<file path="src/rtl/epu_pkg.sv">
// epu_pkg: frame geometry and FSM state type shared by the EPU loader files
package epu_pkg;
  localparam int SIGN_WORDS = 16;
  localparam int KEY_WORDS = 8;
  localparam int HASH_WORDS = 8;
  localparam int FRAME_WORDS = 32;
  typedef enum logic [2:0] {LOAD, FIRE, WAIT, RESULT, DRAIN} state_t;
endpackage

</file>
<file path="src/rtl/epu_loader_if.sv">
// epu_loader_if: ingress stream, EPU start/done and result handshake bundle
interface epu_loader_if;
  import epu_pkg::*;
  logic [31:0] s_data;
  logic s_valid;
  logic s_last;
  logic s_ready;
  logic [SIGN_WORDS*32-1:0] sign;
  logic [KEY_WORDS*32-1:0] key;
  logic [HASH_WORDS*32-1:0] rhash;
  logic epu_valid;
  logic epu_ready;
  logic epu_result;
  logic res_valid;
  logic res_ok;
  logic res_err;
  logic res_ready;
  modport master (
    output s_data, s_valid, s_last, epu_ready, epu_result, res_ready,
    input s_ready, sign, key, rhash, epu_valid, res_valid, res_ok, res_err
  );
  modport slave (
    input s_data, s_valid, s_last, epu_ready, epu_result, res_ready,
    output s_ready, sign, key, rhash, epu_valid, res_valid, res_ok, res_err
  );
endinterface

</file>
<file path="src/rtl/epu_loader.sv">
// epu_loader: assembles a 32-word frame into sign/key/rhash, starts the EPU once and returns its verdict
module epu_loader
  import epu_pkg::*;
#(
  parameter int WORD_W = 32,
  parameter int WORDS = 32
) (
  input logic axiclk,
  input logic resetn,
  epu_loader_if.slave bus
);
  state_t st, nxt;
  logic [4:0] wcnt;
  logic [WORDS*WORD_W-1:0] frame;
  logic rdy, wfirst, ok, err, acc, last_w;
  assign acc = bus.s_valid && rdy;
  assign last_w = wcnt == 5'(WORDS - 1);
  assign bus.s_ready = rdy;
  assign bus.epu_valid = st == FIRE;
  assign bus.res_valid = st == RESULT;
  assign bus.res_ok = ok;
  assign bus.res_err = err;
  assign bus.sign = frame[WORDS*WORD_W-1 -: SIGN_WORDS*32];
  assign bus.key = frame[(KEY_WORDS+HASH_WORDS)*32-1 -: KEY_WORDS*32];
  assign bus.rhash = frame[HASH_WORDS*32-1:0];
  always_comb begin
    nxt = st;
    unique case (st)
      LOAD:    if (acc) nxt = bus.s_last ? (last_w ? FIRE : RESULT) : (last_w ? DRAIN : LOAD);
      FIRE:    nxt = WAIT;
      WAIT:    if (bus.epu_ready && !wfirst) nxt = RESULT;
      RESULT:  if (bus.res_ready) nxt = LOAD;
      DRAIN:   if (acc && bus.s_last) nxt = RESULT;
      default: nxt = LOAD;
    endcase
  end
  // s_ready is registered so it stays low through reset and rises on the first edge after release
  always_ff @(posedge axiclk or negedge resetn)
    if (!resetn) begin
      st <= LOAD;
      wcnt <= '0;
      frame <= '0;
      rdy <= 1'b0;
      wfirst <= 1'b0;
      ok <= 1'b0;
      err <= 1'b0;
    end else begin
      st <= nxt;
      rdy <= nxt == LOAD || nxt == DRAIN;
      wfirst <= st == FIRE;
      if (acc && st == LOAD) begin
        frame[{~wcnt, 5'd0} +: 32] <= bus.s_data;
        wcnt <= (bus.s_last || last_w) ? 5'd0 : wcnt + 5'd1;
      end
      if (nxt == RESULT && st != RESULT) begin
        ok <= st == WAIT && bus.epu_result;
        err <= st != WAIT;
      end
    end
endmodule

</file>
<file path="src/flat_wrapper.sv">
// flat-port wrapper written by rule: the top's interface ports become plain ports
module epu_loader_flat import epu_pkg::*;
#(
  parameter int WORD_W = 32,
  parameter int WORDS = 32
)
  (axiclk, resetn, bus_s_data, bus_s_valid, bus_s_last, bus_epu_ready, bus_epu_result, bus_res_ready, bus_s_ready, bus_sign, bus_key, bus_rhash, bus_epu_valid, bus_res_valid, bus_res_ok, bus_res_err);
  epu_loader_if bus_i ();
  input logic axiclk;
  input logic resetn;
  input wire logic [$bits(bus_i.s_data)-1:0] bus_s_data;
  input wire logic [$bits(bus_i.s_valid)-1:0] bus_s_valid;
  input wire logic [$bits(bus_i.s_last)-1:0] bus_s_last;
  input wire logic [$bits(bus_i.epu_ready)-1:0] bus_epu_ready;
  input wire logic [$bits(bus_i.epu_result)-1:0] bus_epu_result;
  input wire logic [$bits(bus_i.res_ready)-1:0] bus_res_ready;
  output wire logic [$bits(bus_i.s_ready)-1:0] bus_s_ready;
  output wire logic [$bits(bus_i.sign)-1:0] bus_sign;
  output wire logic [$bits(bus_i.key)-1:0] bus_key;
  output wire logic [$bits(bus_i.rhash)-1:0] bus_rhash;
  output wire logic [$bits(bus_i.epu_valid)-1:0] bus_epu_valid;
  output wire logic [$bits(bus_i.res_valid)-1:0] bus_res_valid;
  output wire logic [$bits(bus_i.res_ok)-1:0] bus_res_ok;
  output wire logic [$bits(bus_i.res_err)-1:0] bus_res_err;
  assign bus_i.s_data = bus_s_data;
  assign bus_i.s_valid = bus_s_valid;
  assign bus_i.s_last = bus_s_last;
  assign bus_i.epu_ready = bus_epu_ready;
  assign bus_i.epu_result = bus_epu_result;
  assign bus_i.res_ready = bus_res_ready;
  assign bus_s_ready = bus_i.s_ready;
  assign bus_sign = bus_i.sign;
  assign bus_key = bus_i.key;
  assign bus_rhash = bus_i.rhash;
  assign bus_epu_valid = bus_i.epu_valid;
  assign bus_res_valid = bus_i.res_valid;
  assign bus_res_ok = bus_i.res_ok;
  assign bus_res_err = bus_i.res_err;
  epu_loader #(.WORD_W(WORD_W), .WORDS(WORDS)) u_core (.axiclk(axiclk), .resetn(resetn), .bus(bus_i));
endmodule
</file>
<file path="config.mk">
export PLATFORM = sky130hd
export DESIGN_NAME = epu_loader_flat
export DESIGN_NICKNAME = d
export VERILOG_FILES = /design/src/rtl/epu_pkg.sv /design/src/rtl/epu_loader_if.sv /design/src/rtl/epu_loader.sv /design/src/flat_wrapper.sv
export SDC_FILE = /design/constraint.sdc
export NUM_CORES = 1
export LEC_CHECK = 0
export ABC_AREA = 1
export ABC_CLOCK_PERIOD_IN_PS = 3100
export BUFFER_PORTS_ARGS = -buffer_cell sky130_fd_sc_hd__buf_2
export CAP_MARGIN = 20
export CORE_AREA = 2 2 420 422
export DETAILED_ROUTE_END_ITERATION = 6
export DIE_AREA = 0 0 422 424
export PLACE_DENSITY = 0.49
export SLEW_MARGIN = 20
export SYNTH_ARGS = -nofsm -noshare
export SYNTH_HDL_FRONTEND = slang
export SYNTH_SLANG_ARGS = --single-unit
</file>
<file path="constraint.sdc">
create_clock -name axiclk -period 3.1 [get_ports axiclk]
set_input_delay 0 -clock axiclk [delete_from_list [all_inputs] [get_ports axiclk]]
set_output_delay 0 -clock axiclk [all_outputs]
set_load 0.005 [all_outputs]
</file>
# == After elaboration in Yosys (flattened, before gate mapping) ==
# Index checks and enable logic that the tools add are counted.
# word_totals
regBits,1036
# op_classes
mux,10
n_addsub,2
n_shift,2
n_eq_ne,9
reduce_logical,11
n_bitwise,1
# ops
cell,n
$bwmux 1024,1
$shift 32x12->1024 const A,1
$shiftx 32x12->1024,1
$mux 3,6
$pmux 3 s5,1
$neg 10->12,1
$eq 3x2->1 const B,3
$eq 3x3->1 const B,2
$logic_and 1x1->1,6
$logic_not 3->1,2
$ne 3x2->1 const B,2
$add 5x1->5 const B,1
$eq 5x5->1 const B,1
$mux 5,1
$not 5->5,1
$eq 3x1->1 const B,1
$logic_or 1x1->1,2
$mux 2,1
$logic_not 1->1,1

# == Depth between registers and ports, before layout ==
# logic_depth
depth_word,7
depth_mapped,14
depth_no_buf,12

# == Worst setup path after synthesis ==
# OpenSTA, ideal clock, no wires.
# synth_timing
kind,register to register
from,register u_core.wcnt[0]
to,register u_core.frame[668]
path_stages_with_launch,14
setup_time_ns,0.127
arrival_time_ns,2.323
slack_ns,0.650
period_less_slack_ns,2.450
path_cell_list,dfrtp_1 -> ha_1 -> nand2_1 -> nor2_2 -> ha_1 -> clkbuf_1 -> clkinv_1 -> nand3_4 -> inv_2 -> buf_6 -> nand2_1 -> buf_4 -> buf_2 -> o21ai_0
# synth_via
elab_chain_cells,4
word_cells_on_any_way,5
# synth_rtl
item,line_no,text
from (decl),epu_loader.sv:13,logic [4:0] wcnt;
from (signal assigned),epu_loader.sv:53,wcnt <= (bus.s_last || last_w) ? 5'd0 : wcnt + 5'd1;
$not 5->5 *,epu_loader.sv:52,"frame[{~wcnt, 5'd0} +: 32] <= bus.s_data;"
$neg 10->12 *,epu_loader.sv:52,
$shiftx 32x12->1024 / $shift 32x12->1024 (equally long branches),epu_loader.sv:52,
$bwmux 1024 *,epu_loader.sv:52,
"to (signal, indexed assignment)",epu_loader.sv:52,
to (decl),epu_loader.sv:14,logic [WORDS*WORD_W-1:0] frame;
# Mark *: on every way between the ends. The rest lies on a longest branch, timed or not.
# A chain may end at the register's enable or synchronous reset.

# == Worst setup path after layout ==
# layout_timing
from,register u_core.wcnt[0]
to,register u_core.ok (netlist: u_core.bus.res_ok)
# layout_via
elab_chain_cells,7
word_cells_on_any_way,8
# layout_rtl
item,line_no,text
$eq 5x5->1,epu_loader.sv:17,assign last_w = wcnt == 5'(WORDS - 1);
$mux 2,epu_loader.sv:29,LOAD: if (acc) nxt = bus.s_last ? (last_w ? FIRE : RESULT) : (last_w ? DRAIN : LOAD);
$mux 3 (2 in series),epu_loader.sv:29,
$pmux 3 s5,epu_loader.sv:28,unique case (st)
net u_core.nxt[1],epu_loader.sv:12,"state_t st, nxt;"
$eq 3x2->1,epu_loader.sv:55,if (nxt == RESULT && st != RESULT) begin
$logic_and 1x1->1,epu_loader.sv:55,
to (signal assigned),epu_loader.sv:56,ok <= st == WAIT && bus.epu_result;
to (decl),epu_loader.sv:15,"logic rdy, wfirst, ok, err, acc, last_w;"
# The timed path passes the listed nets, and every way through them passes these cells.

==> flow_summary_export.csv <==
group,metric,value,unit
floorplan,core_region_area,0.175,mm2
detailed_routing,detail-route-antenna-nets,0,
sta,maxClockFrequency,339,MHz
finish,post_route_cells_drive_above_1_share,0.253,
clock_network,tritoncts,"done",
synth,post_synth.cell_area_avg,8.98,um2
placed_design,dp_hpwl,148000,um
floorplan,floorplan.die_area,0.179,mm2
critical_path,critical_path_required,3.81,ns
sta,finalCritPeriodShare,0.953,
critical_path,timing.critical_path.arrival,3.66,ns
sta,finalHoldViolations,0,
detailed_routing,vias,36800,
critical_path,r2r-end,"u_core.bus.res_ok$_DFFE_PN0P_",
critical_path,reg2reg_depth,13,
finish,final_cell_count_without_fillers,8086,
critical_path,critical_path_sink,"u_core.bus.res_ok$_DFFE_PN0P_",
hold_path,hp-class,"in2reg",
synth,most_frequently_used_cell_type_in_the_post_synthesis_netlist,"sky130_fd_sc_hd__nand2_1",
synth,postSynthRegisterBits,1036,
grt,global_route.overflow_total,0,
clock_network,clk_root_buffer_cell,"sky130_fd_sc_hd__clkbuf_16",
finish,final_core_util,0.308,
detailed_routing,route.detailed.vias_per_inst,4.55,
critical_path,worstSetupPathType,"reg2reg",
clock_network,cts_made_buffers,115,
clock_network,clk_transition_reported_paths,0.06,ns
floorplan,num_io_pins,1068,
critical_path,type_of_destination_of_the_critical_path,"flip-flop",
placed_design,dpl_cell_area,0.0496,mm2
floorplan,die_w,422,um
synth,biggest_area_contributors_in_the_synthesized_netlist,"sky130_fd_sc_hd__dfrtp_1 (63%), sky130_fd_sc_hd__nand2_1 (16%), sky130_fd_sc_hd__o21ai_0 (6.4%)",
sta,clock-skew-final,0.0287,ns
clock_network,cts-htree-levels,3,
synth,ys.flop_type,"sky130_fd_sc_hd__dfrtp_1",
synth,synth_sequential_area_ratio,0.631,
critical_path,reg2reg_setup_slack,0.15,ns
critical_path,startpoint_type,"flip-flop",
synth,postSynthCellCount,4571,
finish,nets_finish,5695,
sta,final_critical_path_setup_slack,0.146,ns
sta,totalNegativeSetupSlack,0,ns
synth,synth.top_cell.area_share,0.631,
clock_network,max-clock-path-buffers,3,
synth,synth_nets,4615,
power_and_ir_drop,maximum_ir_drop_on_the_vdd_rail,0.469,mV
placed_design,detailedPlace.worstSlack,0.180,ns
detailed_routing,avgRoutedWirePerCell,25.3,um
floorplan,dieHeight,424,um
sta,final_max_tran_viols,0,
placed_design,dp.cells,7828,
synth,ys.warnings.count,0,
floorplan,fp-row-count,154,
synth,async_flop_share,1.00,
placed_design,place.port_buffers,1067,
sta,slew_headroom,0.387,
synth,synthTopCellsByCount,"sky130_fd_sc_hd__nand2_1 (1720), sky130_fd_sc_hd__dfrtp_1 (1036), sky130_fd_sc_hd__o21ai_0 (528), sky130_fd_sc_hd__nand3_1 (324), sky130_fd_sc_hd__nor2_1 (242)",
synth,synthDominantAreaCellType,"sky130_fd_sc_hd__dfrtp_1",
critical_path,critical_path.max_fanout,7,
finish,final_area,0.0539,mm2
clock_network,cts_setup_buffers,0,
detailed_routing,wirelength,204000,um
grt,number_of_global_route_vias_before_repair,36000,
synth,number_of_enable_flip_flop_cells_after_synthesis,0,
synth,yosysUniqueCellTypes,28,
grt,number_of_antenna_violations_at_the_first_check_in_global_routing,14,
clock_network,clk-insertion-delay-late,0.77,ns
sta,tightest_slew,0.920,ns
status,outcome,"finished clean",
detailed_routing,detail_route.first_pass.iterations,6,
grt,wire_length_of_the_first_global_routing_pass,285000,um
grt,grt_start_max_net_pins,107,
run,maxCapViolations,0,
critical_path,critical_path.reg2reg.startpoint,"u_core.wcnt[0]$_DFFE_PN0P_",
synth,syn_area,0.0411,mm2
clock_network,cts_sink_count,1036,
power_and_ir_drop,pwr_density_cell,764,mW/mm2
sta,fin_crit_period,2.95,ns
power_and_ir_drop,p_leak,28.6,nW
placed_design,gp_congestion,0.851,
floorplan,initial_core_util,0.235,
grt,groute.usage.overall,0.223,
sta,report.final.setup_viol,0,
detailed_routing,route.detailed.drc,0,
critical_path,critPathLaunch,"u_core.wcnt[0]$_DFFE_PN0P_",
finish,syn2layout_area_growth,31.2,%
detailed_routing,drt_iter0_markers,3510,
-- repair_timing --
| action | CTS | global route |
|---|---|---|
| endpoints found under the hold margin | 1203 | 0 |
| endpoints found under the setup margin | 0 | 2 |
| gates resized for setup | 0 | 3 |
| hold buffers | 46 | 0 |
-- registers in the layout, indices dropped and copies added (netlist names) --
signal / cells
u_core.bus.res_ok: 1
u_core.wcnt: 5
u_core.bus.res_err: 1
u_core.frame: 1024
u_core.st: 3
u_core.wfirst: 1
u_core.bus.s_ready: 1
-- critical path: stages, from the launching register on --
cell and delay [ns]:
sky130_fd_sc_hd__dfrtp_1 0.45, sky130_fd_sc_hd__ha_1 0.28, sky130_fd_sc_hd__nand2_2 0.12, sky130_fd_sc_hd__nor2_2 0.07
sky130_fd_sc_hd__ha_4 0.17, sky130_fd_sc_hd__nor2_1 0.11, sky130_fd_sc_hd__nand2_1 0.06, sky130_fd_sc_hd__nor2_1 0.15
sky130_fd_sc_hd__nor2_1 0.06, sky130_fd_sc_hd__nand2_1 0.15, sky130_fd_sc_hd__nand4_1 0.09, sky130_fd_sc_hd__dlygate4sd3_1 0.57
sky130_fd_sc_hd__nand2_1 0.06, sky130_fd_sc_hd__dlygate4sd3_1 0.54
-- layer usage --
layer	track usage	vias up	wire [um]	part of all wire
li1	-	16800	-	-
met1	0.275	18300	81500	0.40
met2	0.379	1386	101000	0.49
met3	0.0416	285	13000	0.064
met4	0.0960	0	8780	0.043
met5	0	-	0	0
-- per-stage QoR --
step                total power [mW]  hold WS, ns
global route                    43.1        0.111
floorplan                       20.8       -0.296
CTS                             41.7       0.0463
global placement                27.2        0.114
detailed placement              27.3        0.116
finish                          41.2        0.131
-- layout by cell type (no fill, tap or decap), types with 10 or more instances in the layout --
cell,count
sky130_fd_sc_hd__dlygate4sd3_1,45
sky130_fd_sc_hd__clkbuf_8,26
sky130_fd_sc_hd__nand2_2,29
sky130_fd_sc_hd__nor2_1,236
sky130_fd_sc_hd__buf_4,115
sky130_fd_sc_hd__o21ai_1,204
sky130_fd_sc_hd__nand2_1,1711
sky130_fd_sc_hd__buf_2,1066
sky130_fd_sc_hd__buf_12,32
sky130_fd_sc_hd__dfrtp_1,1036
sky130_fd_sc_hd__clkbuf_1,26
sky130_fd_sc_hd__nand3_1,323
sky130_fd_sc_hd__inv_1,142
sky130_fd_sc_hd__clkbuf_16,118
sky130_fd_sc_hd__clkinv_2,23
sky130_fd_sc_hd__o21ai_0,528
sky130_fd_sc_hd__nor3_1,12
sky130_fd_sc_hd__nand4_1,10
-- where the power goes --
| part | leakage (nW) | switching, mW | internal, mW |
|---|---|---|---|
| clock | 1.90 | 6.00 | 8.15 |
| sequential | 14.4 | 0.924 | 15.0 |
| combinational | 12.3 | 8.20 | 2.87 |
| total | 28.6 | 15.1 | 26.0 |
-- layout make-up --
type	instances	area [um2]
tap	2340	2930
multi-input combinational	3089	13300
inverter	149	559
clock inverter	40	428
sequential	1036	25900
fill	19000	121000
antenna	2	5.00
clock buffer	170	3410
timing repair buffer	1260	7330
-- kinds of logic (layout without fill, tap and decap cells) --
family / count (synthesis) / after routing / share of synthesized area
DFF: 1036 / 1036 / 0.631
adders and majority gates: 5 / 5 / 0.00152
buffers and inverters: 446 / 1619 / 0.0469
other: 0 / 2 / 0
and+or+nand+nor: 2346 / 2346 / 0.229
AOI/OAI and AO/OA: 736 / 736 / 0.0898
xor gates and xnor gates: 2 / 2 / 0.00134
-- worst min path at each step --
stage | start | endpoint | slack, ns | cells past startpoint
after global placement | resetn | u_core.frame[663]$_DFFE_PN0P_ | 0.11 | 1
after global routing | bus_s_data[10] | u_core.frame[906]$_DFFE_PN0P_ | 0.11 | 4
after detailed placement | resetn | u_core.frame[669]$_DFFE_PN0P_ | 0.12 | 1
final | bus_s_data[10] | u_core.frame[906]$_DFFE_PN0P_ | 0.13 | 4
after CTS | bus_s_data[10] | u_core.frame[906]$_DFFE_PN0P_ | 0.05 | 4
after floorplan | resetn | u_core.bus.res_err$_DFFE_PN0P_ | -0.30 | 0
Power figures use the tool's default switching activity.
